<file path="config.mk">
export PLATFORM = sky130hd
export DESIGN_NAME = chase_sequencer
export DESIGN_NICKNAME = d
export VERILOG_FILES = /design/src/rtl/chase_sequencer.sv
export SDC_FILE = /design/constraint.sdc
export NUM_CORES = 1
export LEC_CHECK = 0
export CAP_MARGIN = 20
export CORE_ASPECT_RATIO = 1.4
export CORE_UTILIZATION = 65
export DETAILED_ROUTE_END_ITERATION = 12
export HOLD_SLACK_MARGIN = 0.08
export PLACE_DENSITY = 0.84
export SYNTH_ARGS = -nofsm -noshare
export SYNTH_HDL_FRONTEND = slang
export SYNTH_SLANG_ARGS = --single-unit
</file>
<file path="constraint.sdc">
create_clock -name clk -period 17.8 [get_ports clk]
set_input_delay 3.56 -clock clk [delete_from_list [all_inputs] [get_ports clk]]
set_output_delay 3.56 -clock clk [all_outputs]
set_load 0.02 [all_outputs]
</file>
<file path="src/rtl/chase_sequencer.sv">
// rtl/chase_sequencer.sv - single-LED chase sequencer with programmable step timebase
module chase_sequencer #(
    parameter int N     = 8,
    parameter int D     = 8,
    parameter int MS    = 5000000,
    parameter int DELAY = 176470
) (
    input  logic         clk,
    input  logic         reset_n,
    input  logic         start,
    input  logic         stop,
    input  logic         pause,
    input  logic [1:0]   mode,
    input  logic [D-1:0] speed,
    output logic [N-1:0] leds,
    output logic         step_tick,
    output logic         busy
);

    localparam int            PW      = $clog2(N);
    localparam logic [PW-1:0] LAST    = PW'(N - 1);
    localparam logic [31:0]   MS_W    = 32'(MS);
    localparam logic [31:0]   DELAY_W = 32'(DELAY);

    typedef enum logic [1:0] {IDLE, RUN, HOLD} state_t;

    state_t        state;
    logic [31:0]   cnt;
    logic [31:0]   period_q;
    logic [PW-1:0] pos;
    logic [PW-1:0] nxt_pos;
    logic          dir;
    logic          nxt_dir;
    logic [D-1:0]  m_q;

    // m_q only changes at step boundaries, so the period never moves mid-interval
    assign period_q = MS_W + 32'(m_q) * DELAY_W;

    always_comb begin
        nxt_pos = pos;
        nxt_dir = dir;
        case (mode)
            2'b01: begin
                nxt_dir = 1'b0;
                nxt_pos = (pos == '0) ? LAST : pos - PW'(1);
            end
            2'b10: begin
                if (dir) begin
                    if (pos == LAST) begin
                        nxt_dir = 1'b0;
                        nxt_pos = LAST - PW'(1);
                    end else begin
                        nxt_pos = pos + PW'(1);
                    end
                end else begin
                    if (pos == '0) begin
                        nxt_dir = 1'b1;
                        nxt_pos = PW'(1);
                    end else begin
                        nxt_pos = pos - PW'(1);
                    end
                end
            end
            default: begin
                nxt_dir = 1'b1;
                nxt_pos = (pos == LAST) ? '0 : pos + PW'(1);
            end
        endcase
    end

    always_ff @(posedge clk or negedge reset_n) begin
        if (!reset_n) begin
            state     <= IDLE;
            cnt       <= '0;
            pos       <= '0;
            dir       <= 1'b1;
            m_q       <= '0;
            leds      <= '0;
            step_tick <= 1'b0;
            busy      <= 1'b0;
        end else begin
            step_tick <= 1'b0;
            if (stop) begin
                state <= IDLE;
                cnt   <= '0;
                pos   <= '0;
                dir   <= 1'b1;
                leds  <= '0;
                busy  <= 1'b0;
            end else begin
                case (state)
                    IDLE: begin
                        if (start) begin
                            state <= RUN;
                            busy  <= 1'b1;
                            m_q   <= speed;
                            cnt   <= '0;
                            if (mode == 2'b01) begin
                                pos  <= LAST;
                                dir  <= 1'b0;
                                leds <= N'(1) << LAST;
                            end else begin
                                pos  <= '0;
                                dir  <= 1'b1;
                                leds <= N'(1);
                            end
                        end
                    end
                    // HOLD resumes on the same edge pause drops, continuing from the frozen cnt
                    RUN, HOLD: begin
                        if (pause) begin
                            state <= HOLD;
                        end else begin
                            state <= RUN;
                            if (cnt == period_q) begin
                                cnt       <= '0;
                                step_tick <= 1'b1;
                                m_q       <= speed;
                                pos       <= nxt_pos;
                                dir       <= nxt_dir;
                                leds      <= N'(1) << nxt_pos;
                            end else begin
                                cnt <= cnt + 32'd1;
                            end
                        end
                    end
                    default: state <= IDLE;
                endcase
            end
        end
    end

endmodule

</file>
==> Yosys cells after proc, flatten, opt, wreduce, memory -nomap -nowiden <==
Index checks and enable logic that the tools add are counted.
{ "totals": {"regBits": 56, "input_bits": 15, "output_inout_bits": 10, "elab_cells": 86} }
{ "classes": {"addsub": 4, "n_mul": 1, "n_eq_ne": 12, "n_shift": 1, "mux": 48, "bitwise": 1, "reduce_logical": 11} }
{ "op_table": {"columns": ["op", "count"], "rows": [
  ["32-bit two-way mux", 4],
  ["8-bit two-way mux", 8],
  ["32-bit case mux with 2 select lines", 1],
  ["32-bit by 1-bit adder with 32-bit output, second input constant", 1],
  ["32-bit by 27-bit equality test with 1-bit output", 1],
  ["8-bit case mux with 2 select lines", 2],
  ["3-bit two-way mux", 10],
  ["23-bit by 26-bit adder with 27-bit output, first input constant", 1],
  ["8-bit by 17-bit multiplier with 25-bit output, second input constant", 1],
  ["1-bit two-way mux", 15],
  ["3-bit case mux with 2 select lines", 2],
  ["3-bit != test, second input constant", 3],
  ["1-bit by 3-bit << shifter with 8-bit output, first input constant", 1],
  ["2-bit two-way mux", 3],
  ["2-bit != test, second input constant", 3],
  ["2-bit nonzero test", 3],
  ["5-bit AND reduction", 1],
  ["2-bit by 1-bit equality test with 1-bit output, second input constant", 2],
  ["2-bit equality test, second input constant", 2],
  ["1-bit case mux with 2 select lines", 2],
  ["2-bit case mux with 2 select lines", 1],
  ["4-bit AND reduction", 1],
  ["3-bit by 1-bit adder with 3-bit output, second input constant", 1],
  ["3-bit equality test, second input constant", 1],
  ["other kinds (8)", 8]
]} }

==> Logic depth before layout (Yosys ltp) <==
Gate-level depths: netlist (run 1).
{ "logic_depth": {"depth_word": 9, "depth_mapped": 22, "mapped_depth_nobuf": 20} }

==> Worst setup path before layout (run 1) <==
No wires, ideal clock.
{ "synth_timing": {"kind": "register -> register", "start": "reg m_q[2]", "end": "reg leds[7]", "setup_time_ns": 0.128, "arrival_time_ns": 6.171, "required_ns": 17.672, "path_slack_ns": 11.502, "path_stages_with_launch": 19, "n_path_buf": 1, "period_less_slack_ns": 6.298, "cell_sequence": "dfrtp_1 -> ha_1 -> fa_1 -> fa_1 -> fa_1 -> ha_1 -> and3_4 -> a21o_1 -> a211oi_4 -> o31ai_2 -> and3_1 -> or4_4 -> a21oi_1 -> o2111ai_1 -> or4_1 -> o41a_1 -> buf_4 -> nor2_8 -> mux2_1"} }
{ "synth_between": {"elab_chain_cells": 5} }
{ "synth_rtl": {"columns": ["element", "line_no", "rtl"], "rows": [
  ["start, declared", "34", "logic [D-1:0] m_q;"],
  ["start signal, assigned", "96", "m_q <= speed;"],
  ["start signal, assigned", "118", "m_q <= speed;"],
  ["8-bit by 17-bit multiplier with 25-bit output", "37", "assign period_q = MS_W + 32'(m_q) * DELAY_W;"],
  ["23-bit by 26-bit adder with 27-bit output", "37", null],
  ["32-bit by 27-bit equality test with 1-bit output", "115", "if (cnt == period_q) begin"],
  ["3-bit != test (no source line)", null, null],
  ["4-bit AND reduction (no source line)", null, null],
  ["end signal, assigned", "101", "leds <= N'(1) << LAST;"],
  ["end signal, assigned", "121", "leds <= N'(1) << nxt_pos;"],
  ["end, declared", "15", "output logic [N-1:0] leds,"]
]} }
No other way between the ends.
A chain may end at the register's enable or synchronous reset.

==> Worst setup path in the final report (run 1) <==
Same ends and word-level chain as after synthesis.

==> out/metrics.cfg, run 1 <==
[outcome]
status = finished, final reports clean

[min_path]
whs_path_depth = 2
holdCritPathClass = reg -> reg
min_to = busy
hp-start = busy

[critical_path]
critPathMostFrequentCell = fa_1
cp_slowest_cell = o41a_1
reg2reg_slack_ns = 10.17
rr_worst_depth = 17
setup.worst_path.end_class = flip-flop
worst_ep_arrival_time_ns = 7.81
regToRegEndpoint = leds[7]
crit_required_ns = 17.98
crit_path_start_kind = flip-flop
crit_chain = ha_1 > fa_1 > fa_1 > fa_1 > ha_1 > and3_4 > and2_1 > nor4_1 > o21ai_1 > a311o_1 > xor2_1 > a2111oi_0 > o2111ai_1 > or4_1 > o41a_1 > nor2_8 > mux2_1
worstPathMaxFanout = 27
setup.worst_path.class = reg -> reg
cpPeakStageDelay_ns = 0.69
r2r-start = m_q[2]

[cts]
h-tree-depth = 2
cts.sinks = 56
clkLatencyLatePin_ns = 0.31
cts_tree = yes
cts_resized = 0
path_clk_slew_ns = 0.08
cts_hold_buf = 0
cts_buffer_depth = 2
cts_buffers = 5
post_cts_buffers = 0
cts_root_buf = clkbuf_16

[logic_synthesis]
yosysTopAreaCell = dfrtp_1
ys_ff_latch = 56
synth_edf_count = 0
synthFlopType = dfrtp_1
async_flop_share_pct = 100
ys_seq_area_share_pct = 21.3
ys_types = 86
synth_area_per_cell_sq_um = 8.68
synth-xor-area-share_pct = 8.96
synth_top_family_by_area = compound AO/OA/AOI/OAI gates
ys_warn_count = 0
synth_compound_area_share_pct = 21.2
synthesis.area_sq_mm = 0.00659
muxShareOfSynthArea_pct = 2.81
syn_nets = 866
synth_top_area_share_pct = 20.9
yosys.area_share.simple_pct = 21.1
synthTopCellsByArea = dfrtp_1, ha_1, fa_1, xor2_1, nor2_1
netlist_instances = 760
synth_fa_ha_area_share_pct = 19.7

[timing]
rsz0062_at_grt = no
finalCriticalPeriod_ns = 7.63
slew_violations = 0
fmax_ghz = 0.131
tightest_slew_ns = 0.828
finClkSkew_ns = 0.0130
max_slew_margin_pct = 44.3
setup_viol = 0
final_hold_viol_count = 0
period_share_pct = 42.9
setup-tns-final_ns = 0

[floorplan]
core_area_sq_mm = 0.00990
start_util_pct = 66.6
rows = 43
die_x_um = 87.1
pin_count = 25
die_area_sq_mm = 0.0106
die_y_um = 121

[final_layout]
syn_to_final_growth_pct = 6.66
finalNonFillerCells = 903
diodes = 0
nFillCells = 805
drive_above_1_share_pct = 4.69
final_nets = 873

[routing]
dr.pass1.iters = 7
routed_wl_um = 16700
vias_per_cell = 6.54
vias = 5907
remaining_drc_errors = 0
antenna_left = 0
wl_per_cell_um = 18.5
drt_iter0_drc = 271

[grt]
grt_pass1_wl_um = 27100
antenna_found_initial = 0
track_usage_pct = 32.8
gr-total-overflow = 0
grt_pass1_vias = 5857
grt_max_degree = 57

[place]
numPlacedInstances = 895
dp_hpwl_um = 13400
gp_congestion = 0.932
io_buffers = 24

[flow_run]
cap_violations = 0

==> sequential cells by signal, indices dropped and copies added (netlist names) <==
register	flops
step_tick	1
dir	1
leds	8
m_q	8
pos	3
state	2
cnt	32
busy	1
==> cell families (layout without fill, tap and decap cells) <==
| group | Yosys count | in the layout |
|---|---|---|
| muxes | 17 | 17 |
| xor gates and xnor gates | 61 | 61 |
| buffers and inverters | 78 | 86 |
| AOI/OAI and AO/OA | 190 | 190 |
| adders and majority gates | 91 | 91 |
| and+or+nand+nor | 267 | 267 |
| DFF | 56 | 56 |
==> layout by cell type, fill, tap and decap left out, types with 6 or more instances in the layout <==
cell type        count
a211oi_1             8
nand2_1             54
o21ai_1              7
xor2_1              33
nor3_1              17
nor2b_1              7
dfrtp_1             55
clkdlybuf4s50_1     23
nor2_1              66
a21oi_1             38
nand4_1              9
or3_1                7
mux2_1              10
o21ai_0             34
a21o_1              16
and2_1               6
inv_1               52
xnor2_1             24
nor4_1               6
ha_1                70
nand2b_1             7
and3_1              23
fa_1                21
a311o_1              7
nand3_1             33
or4_1                7
==> cell usage after synthesis (all sizes together), types with 8 or more instances <==
cell type	count
mux2	12
nor2	67
or4	8
nor3	17
a21o	16
nand4	9
ha	70
fa	21
inv	52
xnor2	24
buf	12
a2111oi	8
xor2	33
and3	24
dfrtp	55
clkbuf	14
a211oi	10
nand3	33
a21oi	39
o21ai	41
nand2	54
==> layer usage <==
metal / up-vias / wire (um) / global-route usage, %
li1: 2802 / - / -
met1: 2847 / 6450 / 36.4
met2: 201 / 8780 / 59.4
met3: 57 / 599 / 3.74
met4: 0 / 905 / 19.2
met5: - / 0 / 0
==> cell type report <==
cell class	instances	area [sq um]	share of cell area, %
multi-input cells	626	4860	69.1
flip-flops and latches	56	1400	19.9
repair buffers	26	250	3.56
inverters	52	195	2.78
well taps	135	169	2.40
clock buffers	5	125	1.78
clock inverters	3	28.8	0.409
==> stage by stage <==
stage | hold WS (ns) | util, % | area, sq um | worst slack, ns
after floorplan | 0.494 | - | 6590 | 11.50
after global placement | 0.489 | 69.5 | 6880 | 10.49
after detailed placement | 0.487 | 69.5 | 6880 | 10.30
after CTS | 0.509 | 71.0 | 7030 | 10.27
after global routing | 0.533 | 71.0 | 7030 | 9.88
final | 0.515 | 71.0 | 7030 | 10.17
==> worst max-delay path by stage <==
| stage | startpoint | to | slack (ns) | cells after the start |
|---|---|---|---|---|
| floorplan | m_q[2] | leds[7] | 11.50 | 18 |
| global route | m_q[2] | leds[7] | 9.88 | 17 |
| finish | m_q[2] | leds[7] | 10.17 | 17 |
| CTS | m_q[2] | leds[7] | 10.27 | 17 |
| global placement | m_q[2] | leds[7] | 10.49 | 17 |
| detailed placement | m_q[2] | leds[7] | 10.30 | 17 |
==> critical path, delay by kind of cell, from the launching register on <==
kind,cells,cell delay [ns]
xor gates and xnor gates,1,0.20
muxes,1,0.36
AOI/OAI and AO/OA,5,1.99
and+or+nand+nor,5,1.96
adders and majority gates,5,2.53
DFF,1,0.45
Power of run 1 is left out: the tool's default activity adds up to more than one toggle a clock period on the data nets, which glitch-free logic cannot reach.
==> run 2: changes to the inputs <==
--- a/config.mk
+++ b/config.mk
@@ -7,10 +7,10 @@
 export LEC_CHECK = 0
 export CAP_MARGIN = 20
 export CORE_ASPECT_RATIO = 1.4
-export CORE_UTILIZATION = 65
+export CORE_UTILIZATION = 57
 export DETAILED_ROUTE_END_ITERATION = 12
 export HOLD_SLACK_MARGIN = 0.08
-export PLACE_DENSITY = 0.84
+export PLACE_DENSITY = 0.78
 export SYNTH_ARGS = -nofsm -noshare
 export SYNTH_HDL_FRONTEND = slang
 export SYNTH_SLANG_ARGS = --single-unit
==> constraint.sdc (replaced) <==
create_clock -name clk -period 6.8 [get_ports clk]
set_input_delay 1.36 -clock clk [delete_from_list [all_inputs] [get_ports clk]]
set_output_delay 1.36 -clock clk [all_outputs]
set_load 0.02 [all_outputs]
==> out/metrics.cfg, run 2 (synthesis gave the netlist of run 1 again) <==
[critical_path]
worst_ep_arrival_time_ns = 6.79  ; -1.02 ns
critical_path_buf_inv_count = 1  ; +1
crit_required_ns = 6.99  ; -10.99 ns
critPathMostFrequentCell = fa_1
cp_slowest_cell = fa_1
cp_top_family = compound AO/OA/AOI/OAI gates
setup.worst_path.class = reg -> reg
crit_path_start_kind = flip-flop
cpPeakStageDelay_ns = 0.62  ; -0.07 ns
setup.worst_path.end_class = flip-flop
worstPathMaxFanout = 16  ; -41%
crit_chain = ha_1 > fa_1 > fa_1 > fa_1 > ha_1 > o21ai_0 > a21o_1 > a41oi_1 > o311ai_2 > o21a_1 > or4b_4 > a311oi_2 > o21ai_0 > and3_1 > o41a_1 > buf_4 > o41ai_1

[cts]
cts_buffer_depth = 2  ; unchanged
cts_buffers = 5  ; unchanged
h-tree-depth = 2  ; unchanged
cts.sinks = 56  ; unchanged
clkLatencyLatePin_ns = 0.31  ; about the same
cts_root_buf = clkbuf_16
path_clk_slew_ns = 0.08  ; about the same
cts_tree = yes

[routing]
remaining_drc_errors = 0  ; unchanged
vias_per_cell = 6.41  ; -2.1%
routed_wl_um = 17600  ; +5.0%
wl_per_cell_um = 18.7  ; +0.99%
dr.pass1.iters = 7  ; unchanged
antenna_left = 0  ; unchanged
drt_iter0_drc = 359  ; +32%
vias = 6016  ; +1.8%

[min_path]
holdCritPathClass = reg -> reg

[final_layout]
diodes = 0  ; unchanged
final_nets = 900  ; +3.1%
largest_reg_flops = 32  ; unchanged
reg_top3 = cnt (32), leds (8), m_q (8)
syn_to_final_growth_pct = 11.7
final_cell_mix = ha_1, nor2_1, dfrtp_1, nand2_1, inv_1
regMostFlops = cnt
drive_above_1_share_pct = 9.56  ; +4.9 points
layout_commonest_cell = ha_1
nFillCells = 967  ; +20%

[timing]
finalCriticalPeriod_ns = 6.60  ; -1.03 ns
finClkSkew_ns = 0.00947  ; -0.00351 ns
tightest_slew_ns = 0.938  ; +0.109 ns
setup_viol = 0  ; unchanged
slew_violations = 0  ; unchanged
period_share_pct = 97.1  ; +54 points
max_slew_margin_pct = 37.0  ; -7.3 points
final_hold_viol_count = 0  ; unchanged
fmax_ghz = 0.151  ; +16%
holdWs_ns = 0.520  ; +0.00448 ns

[place]
gp_congestion = 0.934  ; +0.29%
io_buffers = 24  ; unchanged
dp_hpwl_um = 14100  ; +4.7%

[flow_run]
cap_violations = 0  ; unchanged

[floorplan]
core_area_sq_mm = 0.0113  ; +14%
start_util_pct = 58.5  ; -8.2 points
die_x_um = 92.9  ; +6.6%
die_y_um = 129  ; +6.7%
rows = 46  ; +7.0%
pin_count = 25  ; unchanged
die_area_sq_mm = 0.0120  ; +14%

[grt]
grt_pass1_wl_um = 28200  ; +4.0%
gr-total-overflow = 0  ; unchanged
track_usage_pct = 29.8  ; -3.1 points
grt_max_degree = 57  ; unchanged
antenna_found_initial = 0  ; unchanged
grt_pass1_vias = 6034  ; +3.0%

[outcome]
status = finished, final reports clean

## run 2: layout make-up
cell class / count / area (sq um) / share of cell area, %
repair buffers: 53 / 453 / 6.15
inverters: 52 / 195 / 2.65
clock inverters: 3 / 28.8 / 0.391
flip-flops and latches: 56 / 1400 / 19.0
well taps: 144 / 180 / 2.45
clock buffers: 5 / 125 / 1.70
multi-input cells: 626 / 4980 / 67.6
## run 2: path summary, 6_finish.rpt
kind	cells past startpoint	end	from	slack (ns)
min reg2reg	2	leds[6]	leds[6]	0.52
max in group asynchronous	2	cnt[15]	reset_n	5.12
max	17	pos[2]	m_q[4]	0.20
min in group asynchronous	2	m_q[5]	reset_n	1.17
min	2	leds[6]	leds[6]	0.52
max reg2reg	17	pos[2]	m_q[4]	0.20
## run 2: layer usage
layer	share of wire (%)	track usage [%]	vias up
met5	0	0	-
met4	4.3	14.4	0
met3	2.8	2.76	55
met2	54	56.5	155
met1	39	32.9	2939
li1	-	-	2867
## run 2: tightest hold or removal path, delay by kind of cell, from the launching register on
kind,cells,cell delay (ns)
flops,1,0.35
compound gates,2,0.13
## run 2: what timing repair did
| action | 4_1_cts | 5_1_grt |
|---|---|---|
| resized for setup | 0 | 21 |
| setup buffers | 0 | 1 |
| setup endpoints to repair | 0 | 47 |
| hold buffers | 0 | 0 |
## run 2: metrics by stage
stage / TNS [ns] / util (%) / instances / area [sq um] / worst slack (ns)
5_1_grt: -0.0436 / 65.3 / 939 / 7360 / -0.0310
2_1_floorplan: 0 / - / 760 / 6590 / 0.502
3_3_place_gp: 0 / 62.7 / 929 / 7080 / 0.238
3_5_place_dp: 0 / 62.7 / 929 / 7080 / 0.0594
4_1_cts: 0 / 64.1 / 937 / 7230 / 0.0104
6_report: 0 / 65.3 / 939 / 7360 / 0.198
Power of run 2 is left out for the same reason.
